--- config.mk ---
export PLATFORM = sky130hd
export DESIGN_NAME = wr_dest_scoreboard
export DESIGN_NICKNAME = d
export VERILOG_FILES = /design/src/rtl/wr_dest_scoreboard.sv
export SDC_FILE = /design/constraint.sdc
export NUM_CORES = 1
export LEC_CHECK = 0
export ABC_CLOCK_PERIOD_IN_PS = 3200
export BUFFER_PORTS_ARGS = -buffer_cell sky130_fd_sc_hd__clkbuf_2
export CORE_ASPECT_RATIO = 0.75
export CORE_UTILIZATION = 45
export CTS_CLUSTER_DIAMETER = 100
export DETAILED_ROUTE_END_ITERATION = 8
export PLACE_DENSITY = 0.67
export SKIP_LAST_GASP = 1
export SLEW_MARGIN = 20
export SYNTH_ARGS = -nofsm -noshare
export SYNTH_HDL_FRONTEND = slang
export SYNTH_SLANG_ARGS = --single-unit
export TNS_END_PERCENT = 10
--- constraint.sdc ---
create_clock -name clk -period 3.2 [get_ports clk]
set_input_delay 0.16 -clock clk [delete_from_list [all_inputs] [get_ports clk]]
set_output_delay 0.16 -clock clk [all_outputs]
set_load 0.01 [all_outputs]
--- src/rtl/wr_dest_scoreboard.sv ---
// rtl/wr_dest_scoreboard.sv - write-destination select with pending-write scoreboard
// Picks the write-back register, tracks it for a given latency and strobes one write-back per destination.
module wr_dest_scoreboard #(
  parameter int ADDR_W = 5,
  parameter int DEPTH  = 4,
  parameter int LAT_W  = 4,
  parameter int SP_REG = 29,
  parameter int RA_REG = 31
) (
  input  logic                 clk,
  input  logic                 reset,
  input  logic [2:0]           seletor,
  input  logic [31:0]          instr,
  input  logic                 issue_valid,
  input  logic [LAT_W-1:0]     issue_lat,
  output logic                 issue_ready,
  output logic [ADDR_W-1:0]    dest_addr,
  input  logic                 flush,
  output logic                 wb_valid,
  output logic [ADDR_W-1:0]    wb_addr,
  output logic [2**ADDR_W-1:0] busy_map,
  output logic                 rs_busy,
  output logic                 rt_busy,
  output logic [3:0]           pend_cnt
);
  localparam int NREG  = 2**ADDR_W;
  localparam int IDX_W = (DEPTH > 1) ? $clog2(DEPTH) : 1;

  logic [ADDR_W-1:0] rs_f, rt_f, rd_f;
  logic              unused_instr;

  logic [DEPTH-1:0]  vld_q, vld_d;
  logic [ADDR_W-1:0] addr_q [DEPTH];
  logic [ADDR_W-1:0] addr_d [DEPTH];
  logic [LAT_W-1:0]  cnt_q  [DEPTH];
  logic [LAT_W-1:0]  cnt_d  [DEPTH];
  logic [NREG-1:0]   busy_q, busy_d;
  logic              gnt_q, gnt_d;
  logic [IDX_W-1:0]  gnt_idx_q, gnt_idx_d;
  logic [ADDR_W-1:0] wb_addr_q, wb_addr_d;

  logic              free_found;
  logic [IDX_W-1:0]  free_idx;
  logic              do_issue;

  assign rs_f = ADDR_W'(instr[25:21]);
  assign rt_f = ADDR_W'(instr[20:16]);
  assign rd_f = ADDR_W'(instr[15:11]);
  assign unused_instr = ^{instr[31:26], instr[10:0]};

  always_comb begin
    case (seletor)
      3'b000:  dest_addr = rt_f;
      3'b001:  dest_addr = ADDR_W'(SP_REG);
      3'b010:  dest_addr = ADDR_W'(RA_REG);
      3'b011:  dest_addr = rd_f;
      3'b100:  dest_addr = rs_f;
      default: dest_addr = '0;
    endcase
  end

  always_comb begin
    free_found = 1'b0;
    free_idx   = '0;
    for (int i = DEPTH - 1; i >= 0; i--) begin
      if (!vld_q[i]) begin
        free_found = 1'b1;
        free_idx   = IDX_W'(i);
      end
    end
  end

  always_comb begin
    pend_cnt = '0;
    for (int i = 0; i < DEPTH; i++) pend_cnt = pend_cnt + 4'(vld_q[i]);
  end

  // Register 0 is never tracked, so it is always accepted without taking a slot.
  assign issue_ready = (dest_addr == '0) || (free_found && !busy_q[dest_addr]);
  assign do_issue    = issue_valid && issue_ready && (dest_addr != '0) && !flush;

  always_comb begin
    vld_d  = vld_q;
    busy_d = busy_q;
    for (int i = 0; i < DEPTH; i++) begin
      addr_d[i] = addr_q[i];
      cnt_d[i]  = (vld_q[i] && cnt_q[i] != '0) ? cnt_q[i] - LAT_W'(1) : cnt_q[i];
    end
    // The slot whose pulse is on the output now retires at this edge.
    if (gnt_q) begin
      vld_d[gnt_idx_q]          = 1'b0;
      busy_d[addr_q[gnt_idx_q]] = 1'b0;
    end
    if (do_issue) begin
      vld_d[free_idx]   = 1'b1;
      addr_d[free_idx]  = dest_addr;
      cnt_d[free_idx]   = issue_lat;
      busy_d[dest_addr] = 1'b1;
    end
    gnt_d     = 1'b0;
    gnt_idx_d = '0;
    for (int i = DEPTH - 1; i >= 0; i--) begin
      if (vld_d[i] && cnt_d[i] == '0) begin
        gnt_d     = 1'b1;
        gnt_idx_d = IDX_W'(i);
      end
    end
    wb_addr_d = gnt_d ? addr_d[gnt_idx_d] : wb_addr_q;
    if (flush) begin
      vld_d     = '0;
      busy_d    = '0;
      gnt_d     = 1'b0;
      wb_addr_d = wb_addr_q;
    end
  end

  always_ff @(posedge clk or negedge reset) begin
    if (!reset) begin
      vld_q     <= '0;
      busy_q    <= '0;
      gnt_q     <= 1'b0;
      gnt_idx_q <= '0;
      wb_addr_q <= '0;
      for (int i = 0; i < DEPTH; i++) begin
        addr_q[i] <= '0;
        cnt_q[i]  <= '0;
      end
    end else begin
      vld_q     <= vld_d;
      busy_q    <= busy_d;
      gnt_q     <= gnt_d;
      gnt_idx_q <= gnt_idx_d;
      wb_addr_q <= wb_addr_d;
      for (int i = 0; i < DEPTH; i++) begin
        addr_q[i] <= addr_d[i];
        cnt_q[i]  <= cnt_d[i];
      end
    end
  end

  assign wb_valid = gnt_q;
  assign wb_addr  = wb_addr_q;
  assign busy_map = busy_q;
  assign rs_busy  = busy_q[rs_f];
  assign rt_busy  = busy_q[rt_f];
endmodule

==> results of run 1 <==
[final cells by class]
type                            count  area (µm²)  area share (%)
Multi-Input combinational cell    433        3180            47.1
Inverter                           24        93.8            1.39
Timing Repair Buffer              154         992            14.7
Clock buffer                       10         239            3.54
Clock inverter                      6        41.3           0.611
Tap cell                          162         203            3.00
Sequential cell                    80        2000            29.6
[critical path, stage by stage]
cell and delay, ns:
sky130_fd_sc_hd__clkbuf_2 0.10, sky130_fd_sc_hd__buf_4 0.13, sky130_fd_sc_hd__nand2b_1 0.19, sky130_fd_sc_hd__a2bb2oi_4 0.33
sky130_fd_sc_hd__buf_4 0.18, sky130_fd_sc_hd__nand3_1 0.07, sky130_fd_sc_hd__and3_1 0.18, sky130_fd_sc_hd__a2111oi_1 0.62
sky130_fd_sc_hd__nor4_1 0.13, sky130_fd_sc_hd__and4_4 0.24, sky130_fd_sc_hd__nand3_2 0.15, sky130_fd_sc_hd__mux2_1 0.36
sky130_fd_sc_hd__a221oi_1 0.38, sky130_fd_sc_hd__a21oi_1 0.11
[flip-flops by register name, summed over array words and instances, names as in the netlist]
register / flops
wb_addr: 5
addr_q: 20
busy_map: 32
gnt_idx_q: 2
cnt_q: 16
vld_q: 4
wb_valid: 1
[how the worst min path moves through the flow]
| stage | endpoint | slack (ns) | start |
|---|---|---|---|
| 2_1_floorplan | addr_q[0] | -0.14 | reset |
| 4_1_cts | busy_map[29] | 0.04 | reset |
| 5_1_grt | cnt_q[0] | 0.17 | issue_lat[0] |
| 6_report | cnt_q[6] | 0.16 | issue_lat[2] |
| 3_3_place_gp | busy_map[10] | 0.39 | reset |
| 3_5_place_dp | busy_map[29] | 0.40 | reset |
[stage by stage]
stage / utilization, % / std cells / TNS [ns] / power (mW)
finish: 57.9 / 869 / 0 / 3.17
global route: 57.9 / 869 / -0.00235 / 3.33
CTS: 57.2 / 866 / 0 / 3.15
detailed placement: 54.8 / 850 / -3.31 / 2.17
global placement: 54.8 / 850 / -1.73 / 2.13
floorplan: - / 570 / 0 / 1.84
[placed cells by master (no fill, tap or decap), types with 3 or more instances in the layout]
master / synthesis / final
sky130_fd_sc_hd__dfrtp_1: 80 / 80
sky130_fd_sc_hd__buf_4: 3 / 78
sky130_fd_sc_hd__clkbuf_2: 0 / 73
sky130_fd_sc_hd__nand2_1: 68 / 67
sky130_fd_sc_hd__a21oi_1: 61 / 60
sky130_fd_sc_hd__o21ai_0: 55 / 55
sky130_fd_sc_hd__nor2_1: 34 / 34
sky130_fd_sc_hd__mux4_2: 25 / 25
sky130_fd_sc_hd__inv_1: 19 / 17
sky130_fd_sc_hd__nand3_1: 15 / 15
sky130_fd_sc_hd__nand2b_1: 13 / 13
sky130_fd_sc_hd__nor3_1: 11 / 11
sky130_fd_sc_hd__clkbuf_16: 0 / 9
sky130_fd_sc_hd__mux2_2: 8 / 8
sky130_fd_sc_hd__xnor2_1: 8 / 8
sky130_fd_sc_hd__nor2b_1: 8 / 7
sky130_fd_sc_hd__o211ai_2: 7 / 7
sky130_fd_sc_hd__or3_1: 6 / 6
sky130_fd_sc_hd__nor3b_1: 6 / 6
sky130_fd_sc_hd__mux2_1: 6 / 6
sky130_fd_sc_hd__ha_1: 6 / 6
sky130_fd_sc_hd__inv_2: 3 / 5
sky130_fd_sc_hd__nand2_2: 4 / 5
sky130_fd_sc_hd__a31oi_1: 5 / 5
sky130_fd_sc_hd__or4_1: 6 / 5
sky130_fd_sc_hd__mux2i_1: 5 / 5
sky130_fd_sc_hd__a21boi_0: 4 / 4
sky130_fd_sc_hd__nand3b_1: 4 / 4
sky130_fd_sc_hd__a2111oi_2: 0 / 4
sky130_fd_sc_hd__a2111oi_1: 1 / 4
sky130_fd_sc_hd__clkinv_2: 0 / 4
sky130_fd_sc_hd__a221oi_1: 4 / 4
sky130_fd_sc_hd__o211a_1: 3 / 3
sky130_fd_sc_hd__nor4_1: 3 / 3
sky130_fd_sc_hd__o21ai_2: 4 / 3
[metal layers]
| metal | vias up | share of wire, % |
|---|---|---|
| met4 | 0 | 1.8 |
| met2 | 286 | 44 |
| met5 | - | 0 |
| met1 | 2558 | 44 |
| li1 | 2378 | - |
| met3 | 33 | 10 |
[where the power goes]
part | leakage [nW] | internal [mW] | switching (mW)
clock | 0.143 | 0.550 | 0.437
sequential | 1.05 | 1.16 | 0.130
combinational | 1.77 | 0.392 | 0.497
[timing repair]
| item | in CTS | in global routing |
|---|---|---|
| buffers inserted | 0 | 2 |
| hold buffers | 0 | 1 |
| endpoints found under the hold margin | 0 | 80 |
| pin swaps | 0 | 1 |
| setup endpoints to repair | 4 | 9 |
| gates resized for setup | 1 | 20 |
[cells by family (layout without fill, tap and decap cells)]
family,Yosys count,after routing,synth area share [%]
fa+ha+maj,7,7,1.76
compound gates,177,177,21.5
flops,80,80,37.0
buf+inv,57,194,5.14
other cells,1,1,0.0693
xor+xnor,9,9,1.46
mux,46,46,14.8
simple gates,193,193,18.2
==> summary by stage, run 1 <==
Run status
The run finished with clean final reports.

Floorplanning
The die covers 12500 µm². The die span in y is 96.9 µm. The floorplan die width is 129 µm.

The placement row count is 34. For this configuration, the core starts out at a cell density of 46.4%. During I/O placement, the number of pins put on the boundary was 93.

The area of the placeable core is 11700 µm².

Hold path
The worst hold path depth is 3. The path type of the worst min-delay path is in2reg.

Critical path
The endpoint kind of the worst setup timing path is a flip-flop. The critical path is of the in2reg type. The startpoint type of the worst setup path is an input pin. Along the worst path, the maximum fanout reaches 6. Data arrives at the worst endpoint at 3.34 ns. In this run the critical register-to-register path is launched from cnt_q[4].

The endpoint of the lowest-slack register-to-register path is wb_addr[2]. Counting cells, the worst reg-to-reg path comes to 11. The required time of the critical path is 3.41 ns. In this run the worst setup path terminates at wb_addr[2]. The launching element of the worst setup path is seletor[0]. Across all register-to-register paths, the minimum setup slack is 0.18 ns.

Global routing
The initial antenna violation count came to 0. The via count of the first global-routing pass is 5138. The total grt overflow is 0. Global routing consumed, on the met2 layer, 44.3% of the routing resources.

The met3 demand-to-capacity share in global routing is 7.91%. The first global-routing pass estimated 27.4 mm of wire. The most used routing layer in global routing is met2.

Entering global routing, the biggest net connects 81 pins. The met1 usage in global routing is 41.4%. The overall track demand over capacity in global routing is 29.3%.

Synthesis
The count of cell types in the netlist is 74. The synthesized area divided by synthesized cell count is 9.49 µm². By count the netlist is led by 80 x sky130_fd_sc_hd__dfrtp_1, 68 x sky130_fd_sc_hd__nand2_1, 61 x sky130_fd_sc_hd__a21oi_1, 55 x sky130_fd_sc_hd__o21ai_0, 34 x sky130_fd_sc_hd__nor2_1.

The post-synthesis instance area is 5410 µm². Counting flops with an async set or reset pin after synthesis yields a share of 100%. The synthesized design spends more area on one cell type than any other, namely sky130_fd_sc_hd__dfrtp_1. When the netlist entered floorplanning its net count stood at 620. The most numerous cell in the Yosys netlist is sky130_fd_sc_hd__dfrtp_1.

In this run, synthesis produced a sequential element count of 80. For this run, the leading register cell type out of synthesis is sky130_fd_sc_hd__dfrtp_1. Sorting the synthesized cells by area gives the leading types as sky130_fd_sc_hd__dfrtp_1 37%, sky130_fd_sc_hd__mux4_2 10%, sky130_fd_sc_hd__a21oi_1 5.6%. The sequential element share of the synthesized area is 37.0%. After synthesis, the largest area contributor takes up 37.0% of total cell area.

The gate count of the mapped netlist is 570. Yosys printed 0 warnings. The number of synthesized flops with an enable pin is 0.

Final layout
After routing the design area is 6750 µm². In the final design database the tool counted 752 nets. The relative area change from synthesis to final layout is 24.9%. Cells with a size suffix above 1 make up 35.1% of the layout. 0 antenna diodes ended up in the layout. The filler cells instantiated in the layout total 1041.

Detailed routing
The final antenna-violating net count is 0. The via-per-instance ratio is 6.05. The final route contains 5255 vias. The remaining design rule violation count is 0. The mean routed wirelength per cell is 20.1 µm. The count of TritonRoute iterations in the first routing pass is 5. For this block, the initial DRC count from the detailed router was 541. The final routed wirelength across all metal layers is 17.5 mm.

Clock tree
The clock drives 80 sinks. The root buffer selected by CTS is sky130_fd_sc_hd__clkbuf_16. The number of buffers created by CTS is 9. The H-tree depth reported by CTS is 3. TritonCTS built the clock tree. The maximum root-to-sink buffer count is 2. Clock latency on the worst-skew pair, taken at its later pin, is 0.34 ns.

The post-CTS clock slew at the launch and capture registers of the worst setup and hold paths is 0.06 ns.

STA
The share of the clock period used by the worst path after layout is 97.6%. The top achievable clock speed is 0.320 GHz. The worst slew margin relative to its limit is 50.8%. The final worst hold slack is 0.162 ns. The max-slew violation count came to 0.

The transition time at the pin with the least slew margin is 0.736 ns. The clock arrives with 0.00652 ns of skew. The number of failing hold endpoints at the final stage is 0. The clock period minus final worst setup slack is 3.12 ns. Setup violations remaining at the end of the flow were counted as 0. The setup slack after layout is 0.0760 ns.

Pwr
The static leakage is 2.96 nW. The worst IR drop on VDD is 0.000411 V. For this design the ratio of total power to cell area is 469 nW/µm².

Place
The worst slack at placement is -0.409 ns. The count of input and output buffers is 74. The congestion estimate from routability-driven global placement came to 0.930.

In this run the cell area measured after placement is 6390 µm². The HPWL after detailed placement is 13.2 mm.

Job
The tool flagged a number of max-cap violations equal to 0.
No activity file was read; power rests on OpenSTA's default activity.
==> run 2: changes to the inputs <==
--- a/config.mk
+++ b/config.mk
@@ -5,10 +5,11 @@
 export SDC_FILE = /design/constraint.sdc
 export NUM_CORES = 1
 export LEC_CHECK = 0
-export ABC_CLOCK_PERIOD_IN_PS = 3200
+export ABC_CLOCK_PERIOD_IN_PS = 3710
 export BUFFER_PORTS_ARGS = -buffer_cell sky130_fd_sc_hd__clkbuf_2
 export CORE_ASPECT_RATIO = 0.75
 export CORE_UTILIZATION = 45
+export CTS_BUF_LIST = sky130_fd_sc_hd__clkbuf_2 sky130_fd_sc_hd__clkbuf_4 sky130_fd_sc_hd__clkbuf_8
 export CTS_CLUSTER_DIAMETER = 100
 export DETAILED_ROUTE_END_ITERATION = 8
 export PLACE_DENSITY = 0.67
==> constraint.sdc (replaced) <==
create_clock -name clk -period 3.71 [get_ports clk]
set_input_delay 0.1855 -clock clk [delete_from_list [all_inputs] [get_ports clk]]
set_output_delay 0.1855 -clock clk [all_outputs]
set_load 0.01 [all_outputs]
==> summary by stage, run 2 (same netlist as run 1, synthesis figures left out) <==
Global routing
For this run, the total global-route usage over all layers was measured as 27.7%. The initial antenna violation count is 0. Global routing finished with a remaining overflow of 0. The via count of the first global-routing pass is 4885. The first-pass GRT wire length is 26.3 mm. The maximum number of pins on one net before global-route repair is 81.

Pwr
The worst-case IR drop observed on VDD is 0.000264 V. The static leakage is 2.68 nW. The power density of the placed cells is 387 nW/µm².

Critical path
In this run the worst path has a maximum fanout of 7. The endpoint kind of the worst setup timing path is a flip-flop. The worst endpoint data arrival time is 3.59 ns. The worst setup path is of the in2reg kind.

The required time of the critical path is 3.94 ns. The worst setup path is launched from an input pin.

STA
The worst path in the final design needs a cycle of 3.35 ns, including I/O delays and setup. The number of failing hold endpoints at the final stage was 0. The final worst hold slack is 0.154 ns. The final number of setup-violating endpoints is 0. Based on the critical path, the design can be clocked at up to 0.298 GHz.

The max-slew violation count is 0. Setup repair after global routing left no endpoint under its margin. In this run the tightest slew margin relative to its limit is 50.0%.

The transition time at the pin with the least slew margin is 0.750 ns. On the final layout, the worst clock skew is 0.0128 ns. The setup slack after layout is 0.356 ns. After layout, the worst path uses 90.4% of the clock period. After routing, the total negative slack on setup checks comes to 0 ns.

Detailed routing
The routed design has 16.2 mm of wire. In the routed design, unresolved DRC markers number 0. The number of DRC markers in iteration 0 is 543. In this run the remaining antenna-violating nets after routing total 0. The first detailed-routing pass ran for 7 iterations. Summing over every cut layer, the via total after detailed routing is 5016. After detailed routing, the average wire length per cell comes to 19.6 µm. In the routed layout, each cell is associated on average with a via count of 6.08.

Place
The count of input and output buffers is 74. Timing analysis after detailed placement gives a worst setup slack of 0.110 ns. The cell count after placement is 808. The wire-length estimate of the detail-placed layout is 12.0 mm.

The weighted congestion at the end of routability-driven global placement is 0.892.

Final layout
The final layout contains 708 nets. The relative area change from synthesis to final layout is 15.7%. Cells with a size suffix above 1 make up 28.8% of the layout.

The register with the most flip-flops in the layout has 32 of them. The library cell used most frequently in the layout, excluding fill and tap cells, is sky130_fd_sc_hd__dfrtp_1. The core occupancy in the finished layout is 53.7%. The count of fill cells added during filler insertion is 1085.

In the layout the commonest cells are 80 x sky130_fd_sc_hd__dfrtp_1, 73 x sky130_fd_sc_hd__clkbuf_2, 68 x sky130_fd_sc_hd__nand2_1, 61 x sky130_fd_sc_hd__a21oi_1, 55 x sky130_fd_sc_hd__o21ai_0. After the flow finishes, the layout carries non-filler instances totaling 825. The count of inserted antenna diode cells is 0.

Clock tree
Clock tree synthesis selected as its root buffer the cell sky130_fd_sc_hd__clkbuf_8. For the worst-skew pair, the clock arrives at the later sink with an insertion delay of 0.37 ns. The number of buffers added to fix hold violations after cts is 0. The number of buffers created by CTS is 9. Buffers added to address setup during post-CTS repair amount to 0. The clock tree synthesis step divided the H-tree into 3 levels. The post-CTS clock slew at the launch and capture registers of the worst setup and hold paths is 0.09 ns.

The maximum root-to-sink buffer count is 2. The number of gates resized after CTS was 0. The CTS tree is done.

Counting every sink on the clock net gives 80.

Floorplanning
The floorplan die width is 129 µm. The area of the placeable core is 11700 µm². 93 I/O pins were placed. In this run the vertical extent of the chip is 96.9 µm. The placement row count is 34. The overall die area is 12500 µm². For this configuration, the core starts out at a cell density of 46.4%.

Hold path
The path type of the worst min-delay path is in2reg.

Run status
The run finished with clean final reports.

Job
The tool flagged a number of max-cap violations equal to 0.
[run 2: cell count changes in the layout (fill, tap and decap cells not counted), moves of 2 or more]
cell and delta:
sky130_fd_sc_hd__buf_4 -43, sky130_fd_sc_hd__clkbuf_16 -9, sky130_fd_sc_hd__clkbuf_8 +8, sky130_fd_sc_hd__a2111oi_0 +7, sky130_fd_sc_hd__a2111oi_2 -4, sky130_fd_sc_hd__clkinv_2 -4, sky130_fd_sc_hd__a2111oi_1 -3, sky130_fd_sc_hd__clkinvlp_4 +2
sky130_fd_sc_hd__inv_1 +2, sky130_fd_sc_hd__inv_2 -2
[run 2: critical path, cell delays in order]
cell and delay, ns:
sky130_fd_sc_hd__clkbuf_2 0.09, sky130_fd_sc_hd__or3_1 0.50, sky130_fd_sc_hd__a2bb2oi_4 0.24, sky130_fd_sc_hd__nand2_8 0.11
sky130_fd_sc_hd__mux2i_1 0.22, sky130_fd_sc_hd__a2111oi_0 0.16, sky130_fd_sc_hd__buf_4 0.18, sky130_fd_sc_hd__or4_1 0.53
sky130_fd_sc_hd__o31ai_1 0.47, sky130_fd_sc_hd__inv_1 0.13, sky130_fd_sc_hd__a21o_1 0.25, sky130_fd_sc_hd__a221oi_1 0.40
sky130_fd_sc_hd__a21oi_1 0.13
[run 2: cell type report]
cell class / count / area, µm² / area share (%)
clock inverters: 6 / 50.0 / 0.800
clock buffers: 10 / 131 / 2.10
repair buffers: 110 / 649 / 10.4
well taps: 162 / 203 / 3.24
multi-input cells: 433 / 3130 / 50.0
flip-flops and latches: 80 / 2000 / 32.0
inverters: 24 / 92.6 / 1.48
[run 2: power by group]
group	internal, mW	switching [mW]
Sequential	1.00	0.103
Combinational	0.302	0.408
Clock	0.259	0.351
Total	1.56	0.862
[run 2: final timing paths]
path / startpoint / end / slack [ns] / depth (start not counted)
max: seletor[2] / wb_addr[3] / 0.36 / 13
min: flush / busy_map[0] / 0.15 / 3
max reg2reg: cnt_q[4] / wb_addr[3] / 0.59 / 11
min reg2reg: wb_addr[1] / wb_addr[1] / 0.49 / 2
max in group asynchronous: reset / addr_q[0] / 2.78 / 2
min in group asynchronous: reset / busy_map[8] / 0.43 / 2
[run 2: stage by stage]
stage	total power, mW	area [µm²]
2_1_floorplan	1.58	5410
3_3_place_gp	1.79	6060
3_5_place_dp	1.82	6060
4_1_cts	2.43	6240
5_1_grt	2.57	6260
6_report	2.42	6260
[run 2: per-layer routing]
layer	vias up	global-route usage (%)	share of wire, %	wire, µm
met5	-	0	0	0
met4	0	9.23	2.2	349
met3	32	9.07	10	1650
met2	244	38.6	44	7090
met1	2459	40.2	44	7080
li1	2281	-	-	-
==> run 3: changes to the inputs <==
--- a/config.mk
+++ b/config.mk
@@ -9,10 +9,10 @@
 export BUFFER_PORTS_ARGS = -buffer_cell sky130_fd_sc_hd__clkbuf_2
 export CORE_ASPECT_RATIO = 0.75
 export CORE_UTILIZATION = 45
-export CTS_BUF_LIST = sky130_fd_sc_hd__clkbuf_2 sky130_fd_sc_hd__clkbuf_4 sky130_fd_sc_hd__clkbuf_8
 export CTS_CLUSTER_DIAMETER = 100
 export DETAILED_ROUTE_END_ITERATION = 8
 export PLACE_DENSITY = 0.67
+export SKIP_CTS_REPAIR_TIMING = 1
 export SKIP_LAST_GASP = 1
 export SLEW_MARGIN = 20
 export SYNTH_ARGS = -nofsm -noshare
==> summary by stage, run 3 (same netlist as run 1, synthesis figures left out) <==
STA
Counting I/O delays and the setup requirement, the final critical path takes 3.40 ns. The transition time at the pin with the least slew margin is 0.763 ns. The max-slew violation count is 0. Static timing analysis puts the maximum clock frequency at 0.294 GHz. For the final database, setup skew stands at 0.00840 ns. Setup repair after global routing left no endpoint under its margin.

Summed over all failing endpoints, the final setup total negative slack is 0 ns. Setup violations remaining at the end of the flow were counted as 0. The number of failing hold endpoints at the final stage came to 0. Measured against its own limit, the worst slew margin works out to 49.1%. The share of the clock period used by the worst path after layout is 91.7%.

Final layout
The relative area change from synthesis to final layout is 17.5%. Measured on the finished design, the core utilization comes to 54.5%. Leaving out fill and tap cells, the most frequent cell in the layout is sky130_fd_sc_hd__dfrtp_1. The number of flip-flops under the largest register name is 32.

Cells with a size suffix above 1 make up 28.7% of the layout. The repair_antennas step left the layout with diodes totalling 0. For this run, the post-layout net count is 708.

The library cells used most frequently in the layout, excluding fill and tap cells, are 80 x sky130_fd_sc_hd__dfrtp_1, 73 x sky130_fd_sc_hd__clkbuf_2, 68 x sky130_fd_sc_hd__nand2_1, 61 x sky130_fd_sc_hd__a21oi_1, 55 x sky130_fd_sc_hd__o21ai_0.

Hold path
The path type of the worst min-delay path is in2reg. In this run the most critical hold path is launched from flush. The worst hold path depth is 3. The path with the worst hold slack has its endpoint at busy_map[0].

Clock tree
The root buffer selected by CTS is sky130_fd_sc_hd__clkbuf_16. The post-CTS clock slew at the launch and capture registers of the worst setup and hold paths is 0.06 ns. The H-tree was split into 3 levels. The maximum root-to-sink buffer count is 2. Buffers inserted during clock tree synthesis total 9. TritonCTS built the clock tree. The clock latency reported for the late side of the worst-skew pair is 0.34 ns. The clock net in this run drives a total of 80 sinks.

Global routing
The via count of the first global-routing pass came to 4887. The first-pass GRT wire length is 26.4 mm. For this run the aggregate overflow at the end of global routing stands at 0. Across every metal layer, demand over resource in global routing totals 27.9%. The maximum number of pins on one net before global-route repair is 81.

The initial antenna violation count is 0.

Place
The HPWL after detailed placement is 12.0 mm. Buffers placed on the I/O ports in this run total 74. The weighted congestion at the end of routability-driven global placement is 0.892.

Critical path
The endpoint identified for the worst register-to-register timing path is wb_addr[3]. The number of cells on the worst reg-to-reg path is 11. The worst endpoint data arrival time is 3.61 ns. For the worst setup path, the data required time is 3.92 ns. The worst setup path is of the in2reg kind. The critical-path maximum fanout is 6. The beginning of the worst register-to-register path is cnt_q[4].

STA classifies the critical path endpoint as a flip-flop. The startpoint type of the worst setup path is an input pin. The flop-to-flop setup slack is 0.59 ns.

Detailed routing
The final layout contains routed wiring with a total length of 16.3 mm. The final route contains 5034 vias. The mean routed wirelength per cell is 19.8 µm.

The first TritonRoute pass finished after 7 iterations. The detail route stage leaves a number of antenna-violating nets equal to 0. For this run, design rule violations remaining after detail routing come to 0. The via-per-instance ratio is 6.10. In this run, the number of DRC markers left after iteration 0 of detailed routing was 584.

Floorplanning
The effective utilization at floorplan is 46.4%. The floorplan step set the die width to 129 µm. The placement row count is 34. The overall die area is 12500 µm². The die span in y is 96.9 µm.

The total I/O pin count is 93. The area of the placeable core is 11700 µm².

Pwr
For this design the static power due to leakage is 2.72 nW. The worst-case IR drop observed on VDD is 0.000259 V. The power density of the placed cells is 419 nW/µm².

Run status
The run finished with clean final reports.

Job
The max-capacitance violation count is 0.
[run 3: critical path, stage by stage]
cell and delay, ns:
sky130_fd_sc_hd__clkbuf_2 0.09, sky130_fd_sc_hd__or3_1 0.50, sky130_fd_sc_hd__o2bb2ai_1 0.27, sky130_fd_sc_hd__o21ai_0 0.15
sky130_fd_sc_hd__and3_1 0.23, sky130_fd_sc_hd__a2111oi_0 0.62, sky130_fd_sc_hd__buf_4 0.23, sky130_fd_sc_hd__nor4_1 0.05
sky130_fd_sc_hd__and4_4 0.25, sky130_fd_sc_hd__buf_4 0.13, sky130_fd_sc_hd__a21oi_1 0.23, sky130_fd_sc_hd__a21o_1 0.31
sky130_fd_sc_hd__clkinv_1 0.20, sky130_fd_sc_hd__nor2_1 0.12, sky130_fd_sc_hd__a21oi_1 0.05
[run 3: final cells by class]
| cell class | instances | area (µm²) |
|---|---|---|
| Fill cell | 1072 | 5300 |
| Tap cell | 162 | 203 |
| Timing Repair Buffer | 110 | 649 |
| Sequential cell | 80 | 2000 |
| Clock buffer | 10 | 229 |
| Inverter | 24 | 92.6 |
| Clock inverter | 6 | 50.0 |
| Multi-Input combinational cell | 433 | 3130 |
[run 3: how the worst max path moves through the flow]
stage,startpoint,end,slack (ns)
after floorplan,seletor[1],wb_addr[2],0.49
after global placement,seletor[2],wb_addr[3],0.07
after detailed placement,seletor[2],wb_addr[0],0.11
after CTS,seletor[2],wb_addr[3],0.34
after global routing,seletor[0],wb_addr[0],0.12
final,seletor[2],wb_addr[3],0.31
[run 3: per-stage QoR]
stage | hold WS, ns | cells | setup slack (ns) | area [µm²] | total power [mW]
global route | 0.182 | 825 | 0.120 | 6350 | 2.81
finish | 0.174 | 825 | 0.307 | 6350 | 2.66
floorplan | -0.110 | 570 | 0.490 | 5410 | 1.58
detailed placement | 0.427 | 808 | 0.110 | 6060 | 1.82
global placement | 0.417 | 808 | 0.0678 | 6060 | 1.79
CTS | 0.0590 | 824 | 0.340 | 6340 | 2.66
[run 3: routing by layer]
layer / track usage [%] / vias up / wire [µm]
met1: 40.8 / 2459 / 7230
li1: - / 2279 / -
met4: 9.50 / 0 / 365
met2: 39.1 / 260 / 7170
met5: 0 / - / 0
met3: 8.13 / 36 / 1580
[run 3: power breakdown]
group | switching (mW) | leakage, nW | internal [mW] | total [mW]
logic | 0.411 | 1.54 | 0.303 | 0.714
clock network | 0.382 | 0.130 | 0.462 | 0.844
registers | 0.105 | 1.05 | 1.00 | 1.11
